## src/rtl/pow_result_fifo.sv

```systemverilog
// pow_result_fifo: first-word-fall-through result buffer behind the x^8 power
// pipeline. Upstream cannot be stalled, so words arriving while the buffer is
// full are dropped, and each drop is recorded in a sticky overflow flag.
// Optional feature macro: POW_FIFO_DROP_CNT_EN adds a saturating 8-bit
// counter of dropped words. Without the macro, o_drop_cnt is tied to zero.
module pow_result_fifo #(
    parameter int DATA_W = 64,
    parameter int DEPTH  = 8
) (
    input  logic                     clk,
    input  logic                     reset,
    input  logic                     i_valid,
    input  logic [DATA_W-1:0]        i_data,
    input  logic                     i_ready,
    input  logic                     i_clr_ovf,
    output logic                     o_valid,
    output logic [DATA_W-1:0]        o_data,
    output logic [$clog2(DEPTH):0]   o_count,
    output logic                     o_full,
    output logic                     o_empty,
    output logic                     o_overflow,
    output logic [7:0]               o_drop_cnt
);

    localparam int AW = $clog2(DEPTH);
    localparam int CW = AW + 1;

    logic [DATA_W-1:0] mem_q [DEPTH];
    logic [AW-1:0]     wr_ptr_q, wr_ptr_d;
    logic [AW-1:0]     rd_ptr_q, rd_ptr_d;
    logic [CW-1:0]     count_q,  count_d;
    logic              ovf_q,    ovf_d;
    logic              push, pop, drop;

    // Status flags come only from the registered count, so o_valid never
    // depends combinationally on i_valid or i_ready.
    assign o_count    = count_q;
    assign o_full     = (count_q == CW'(DEPTH));
    assign o_empty    = (count_q == '0);
    assign o_valid    = ~o_empty;
    assign o_data     = mem_q[rd_ptr_q];
    assign o_overflow = ovf_q;

    // Handshake decode plus next-state for the pointers, the count and the flag.
    always_comb begin
        // NOTE: every output of this block gets a default first so that no path
        // leaves it unassigned; an unassigned path would infer a latch.
        pop      = o_valid & i_ready;
        push     = i_valid & (~o_full | pop);
        drop     = i_valid & ~push;
        rd_ptr_d = rd_ptr_q;
        wr_ptr_d = wr_ptr_q;
        if (pop)  rd_ptr_d = rd_ptr_q + AW'(1);
        if (push) wr_ptr_d = wr_ptr_q + AW'(1);
        count_d  = count_q + {{AW{1'b0}}, push} - {{AW{1'b0}}, pop};
        ovf_d    = ovf_q;
        if (i_clr_ovf) ovf_d = 1'b0;
        if (drop)      ovf_d = 1'b1;
    end

    // Control state register. Reset empties the buffer asynchronously.
    always_ff @(posedge clk or negedge reset) begin
        // NOTE: sequential state uses non-blocking assignments, so every flop
        // samples values from before the edge no matter how the blocks are ordered.
        if (!reset) begin
            wr_ptr_q <= '0;
            rd_ptr_q <= '0;
            count_q  <= '0;
            ovf_q    <= 1'b0;
        end else begin
            wr_ptr_q <= wr_ptr_d;
            rd_ptr_q <= rd_ptr_d;
            count_q  <= count_d;
            ovf_q    <= ovf_d;
        end
    end

    // Storage write port. Each accepted word is written at the write pointer.
    always_ff @(posedge clk) begin
        // NOTE: the storage array has no reset. The zero count already marks
        // every entry invalid, and leaving the reset off lets this map onto RAM.
        if (push) mem_q[wr_ptr_q] <= i_data;
    end

`ifdef POW_FIFO_DROP_CNT_EN
    logic [7:0] drop_cnt_q, drop_cnt_d;

    // Saturating drop counter. A drop in a clearing cycle counts as the first new drop.
    always_comb begin
        drop_cnt_d = drop_cnt_q;
        if (i_clr_ovf) begin
            drop_cnt_d = drop ? 8'd1 : 8'd0;
        end else if (drop && drop_cnt_q != 8'hFF) begin
            drop_cnt_d = drop_cnt_q + 8'd1;
        end
    end

    // Drop counter register.
    always_ff @(posedge clk or negedge reset) begin
        if (!reset) drop_cnt_q <= '0;
        else        drop_cnt_q <= drop_cnt_d;
    end

    assign o_drop_cnt = drop_cnt_q;
`else
    assign o_drop_cnt = 8'd0;
`endif

endmodule

```

## config.mk

```make
export PLATFORM = sky130hd
export DESIGN_NAME = pow_result_fifo
export DESIGN_NICKNAME = d
export VERILOG_FILES = /design/src/rtl/pow_result_fifo.sv
export SDC_FILE = /design/constraint.sdc
export NUM_CORES = 1
export LEC_CHECK = 0
export BUFFER_PORTS_ARGS = -buffer_cell sky130_fd_sc_hd__buf_2
export CORE_UTILIZATION = 35
export CTS_CLUSTER_DIAMETER = 30
export DETAILED_ROUTE_END_ITERATION = 8
export MAX_ROUTING_LAYER = met4
export SETUP_SLACK_MARGIN = 0.4
export SYNTH_ARGS = -nofsm -noshare
export SYNTH_HDL_FRONTEND = slang
export SYNTH_SLANG_ARGS = --single-unit
export TNS_END_PERCENT = 10
```

## constraint.sdc

```tcl
create_clock -name clk -period 7 [get_ports clk]
set_input_delay 1.4 -clock clk [delete_from_list [all_inputs] [get_ports clk]]
set_output_delay 1.4 -clock clk [all_outputs]
set_load 0.1 [all_outputs]
```

# --- Word-level counts from Yosys, hierarchy flattened ---
# Memories as Yosys holds them, arrays and structs flattened.
# Cells that the tools add are included.
word_totals:
  reg_bits: 11
  ramBits: 512
  output_inout_bits: 80
  wordCells: 23
  mem_count: 1
classes:
  addsub: 4
  n_eq_ne: 1
  mux: 4
  bitwise: 7
  n_reduce_logical: 2
memory_table:
  columns: ["memory", "words", "word_bits", "read_ports", "rd_ports_with_merged_regs", "wr", "line", "source"]
  rows:
  - ["mem_q", 8, 64, 1, 0, 1, "28", "logic [DATA_W-1:0] mem_q [DEPTH];"]
ops:
  columns: ["op", "count"]
  rows:
  - ["adder 3 x 1 -> 3 bit, second input constant", 2]
  - ["adder 4 x 1 -> 4 bit", 1]
  - ["== test 4 bit, second input constant", 1]
  - ["logical NOT 4 bit", 1]
  - ["two-way mux 1 bit", 4]
  - ["subtractor 4 x 1 -> 4 bit", 1]
  - ["AND 1 bit", 3]
  - ["inverter 1 bit", 3]
  - ["nonzero test 2 bit", 1]
  - ["OR 1 bit", 1]

# --- Logic depth before layout (Yosys ltp) ---
logic_depth:
  word_depth: 8
  ltp_mapped: 9
  ltp_nobuf: 9

# --- Worst setup path after synthesis ---
# No wires, ideal clock.
synth_timing:
  kind: "input to register"
  start: "input port i_valid"
  end: "memory mem_q[4][0] (enable)"
  t_arrival_ns: 7.879
  t_required_ns: 6.357
  slack_ns: -1.523
  cell_stages: 3
  path_buffers: 1
  path_cell_list: "clkbuf_1 nand2_1 nor4_1"
synth_between:
  elab_chain_cells: 3
synth_rtl:
  columns: ["item", "line", "source"]
  rows:
  - ["start, declared", "12", "input logic i_valid,"]
  - ["AND 1 bit", "49", "push = i_valid & (~o_full | pop);"]
  - ["two-way mux 1 bit", "82", "if (push) mem_q[wr_ptr_q] <= i_data;"]
  - ["two-way mux 1 bit (implied by the code)", "82", null]
  - ["end, declared", "28", null]
# No other way between the ends.

# --- Worst setup path in the final report ---
layout_timing:
  start: "register rd_ptr_q[1]"
  end: "output port o_data[3]"
layout_between:
  elab_chain_cells: 1
layout_rtl:
  columns: ["item", "line", "source"]
  rows:
  - ["start, declared", "30", "logic [AW-1:0] rd_ptr_q, rd_ptr_d;"]
  - ["start signal, assigned", "72", "rd_ptr_q <= rd_ptr_d;"]
  - ["memory read (8 x 64 bit)", null, null]
  - ["end, declared", "17", "output logic [DATA_W-1:0] o_data,"]
# No other way between the ends.

==> results.md <==
- Final max-slew violation count: 0
- Outcome: finished, final reports clean
- Initial Util: 0.354
- Relative slew slack: 0.365
- Detailed-routed wire length on met2: 20000 microns
- Cells after Synth: 812
- Post-DP Area: 0.0215 sq mm
- Ordered cell list for the critical path: buf_12 > mux4_2 > mux2_2 > buf_2
- Die Outline Area: 0.0579 sq mm
- Final #Nets: 1121
- Clock latency on the worst-skew pair: 0.64 ns
- Top_reg_cell synth: edfxtp_1
- Port-buffer cells: 140
- I/O pin count: 149
- Highest cell delay on the worst timing path: 0.96 ns
- Area growth from synthesis to final layout: 26.2%
- Shortest clock period the worst path allows after layout: 4.81 ns
- Launch instance of the worst register-to-register path: o_count[2]
- Crit Path Max Fanout: 68
- Clock root buffer master: clkbuf_16
- Cell type with the largest total area after synthesis: edfxtp_1
- Most frequent cells after synthesis: 512 x edfxtp_1, 128 x mux4_2, 66 x mux2_2
- Worst reg-to-reg path cell count: 7
- Arrival @ worst endpoint: 3.41 ns
- FFs w/ async S/R, synth: 0.0210
- Average wire per standard cell: 21.6 microns
- Warnings from Yosys: 0
- Clock slew at the register clock pins of the worst setup and hold paths: 0.04 ns
- Half-perimeter wire length after placement: 20600 microns
- Die width: 241 microns
- Final cell area excluding filler cells: 0.0251 sq mm
- Detail-routed via count per cell: 4.81
- Placeable core region: 0.0563 sq mm
- Count of hold-fix buffers inserted at cts: 0
- Slack of the worst reg-to-reg path: 3.97 ns
- Worst hold stages: 1
- Aggregate global-route resource usage: 0.150
- Clock tree from TritonCTS: done
- Sink Count: 523
- Element type at the critical path end: output pin
- Top area cells in the synthesized netlist: edfxtp_1 77%, mux4_2 14%, mux2_2 3.7%, dfrtp_1 1.4%, buf_6 0.62%
- Vias in the first global route: 9960
- Post-Syn Area: 0.0199 sq mm
- Worst clock skew: 0.0185 ns
- Total overflow reported by the global router: 0
- Count of TritonRoute iterations in the first routing pass: 7
- Pre-CTS setup slack: 2.71 ns
- Crit path max-delay cell type: dfrtp_4
- Top-area cell type share of the netlist area: 0.772
- Final setup vio count: 0
- Final period util: 0.687
- Post-detailed-routing wire length: 40900 microns
- Setup repair after global routing missed its margin: false
- Destination of the worst register-to-register timing path: mem_q[4][51]
- Final worst slack: 2.19 ns
- Clock buffers created by TritonCTS: 107
- Cts repair resizes: 0
- Synth unique cells: 30
- Buffers and inverters on the worst path: 2
- Mean instance size in the synthesized netlist: 24.5 sq um
- Slew of the pin with the lowest slew margin: 0.952 ns
- Number of maximum-capacitance constraint violations: 0
- Buffers from clock root to sink, at most: 3
- Global-route wire length before repair: 60900 microns
- Antenna violations before repair: 5
- Met1 routed wirelength after detailed routing: 17800 microns
- Maximum number of pins on one net before global-route repair: 73
- Share of cells above drive strength 1: 0.471
- Type of origin of the critical path: flop
- Antenna violation net count after detailed routing: 0
- Final hold vios: 0
- CTS H-Tree Depth: 3
- Die Y-Extent: 241 microns
- Highest attainable clock frequency: 208 MHz
- Min-delay worst type: flop to flop
- Rows: 87
- Number of vias in the routed layout: 9125
- Number of buffers added for setup after CTS: 0
- Number of flops mapped to enable cells by yosys: 512
- Topmost layer with routed signal wires: met4
- Met3 WL post-DR: 2280 microns
- Critical hold path startpoint: wr_ptr_q[2]
- Kind of cell adding the most delay to the critical path: flip-flops
- DRC errors left: 0
- Total of flip-flops plus latches after synthesis: 523
- Data required time at the worst endpoint: 5.60 ns
- Min-Delay Endpoint: wr_ptr_q[2]
- Routability congestion estimate from global placement: 0.673
- CP Class: flop to output pin
- Sequential element share of the synthesized area: 0.786
- Iteration-0 DRC Markers: 511
- Top-count cell post-synth: edfxtp_1
[sequential cells by signal, indices dropped and copies added, names as in the netlist]
name,flops
rd_ptr_q,3
o_overflow,1
mem_q,512
o_count,4
wr_ptr_q,3
[cells in the final DEF (no fill, tap or decap), types with 13 or more instances in the layout]
cell type / count
mux4_2: 128
bufinv_16: 14
clkbuf_1: 13
buf_2: 140
clkbuf_16: 109
clkinv_1: 20
mux2_2: 66
clkinvlp_4: 15
edfxtp_1: 512
clkinv_2: 18
buf_4: 18
[metrics by stage]
| stage | hold slack, ns | setup TNS [ns] | util | cells |
|---|---|---|---|---|
| after floorplan | 0.460 | -94.09 | - | 819 |
| after global placement | 0.480 | 0 | 0.383 | 1691 |
| after detailed placement | 0.488 | 0 | 0.383 | 1691 |
| after CTS | 0.497 | 0 | 0.447 | 1891 |
| after global routing | 0.507 | 0 | 0.447 | 1896 |
| final | 0.494 | 0 | 0.447 | 1896 |
[worst max-delay path by stage]
stage	start	end	slack, ns	cells past startpoint
after detailed placement	rd_ptr_q[1]	o_data[49]	2.71	4
final	rd_ptr_q[1]	o_data[3]	2.19	4
after CTS	rd_ptr_q[1]	o_data[3]	2.02	4
after floorplan	i_valid	mem_q[0][0]	-1.47	3
after global routing	rd_ptr_q[1]	o_data[3]	1.91	4
after global placement	rd_ptr_q[1]	o_data[38]	2.72	4
[area by class of cell]
class                      count  area [sq um]
sequential                   523         15700
multi-input combinational    244          4030
tap                          756           946
timing repair buffer         160           876
clock inverter                78           810
fill                        4766         31100
clock buffer                 122          2780
inverter                       8          30.0
antenna                        5          12.5
[logic make-up (layout without fill, tap and decap cells)]
family                     after synthesis  in the layout  synth area share
AOI/OAI and AO/OA                        5              5           0.00176
xor gates and xnor gates                 6              6           0.00264
adders and majority gates                8              8           0.00540
buffers and inverters                   52            368            0.0160
DFF                                    523            523             0.786
muxes                                  195            195             0.183
other                                    1             13          0.000188
and+or+nand+nor                         22             22           0.00597
[routing by layer]
layer  vias up  global-route usage
met5         -                   -
met4         0              0.0618
met3        65              0.0438
met2       241               0.228
met1      4857               0.189
li1       3962                   -
Power is left out: the tool's default activity adds up to more than one toggle a clock period on the data nets, which glitch-free logic cannot reach.
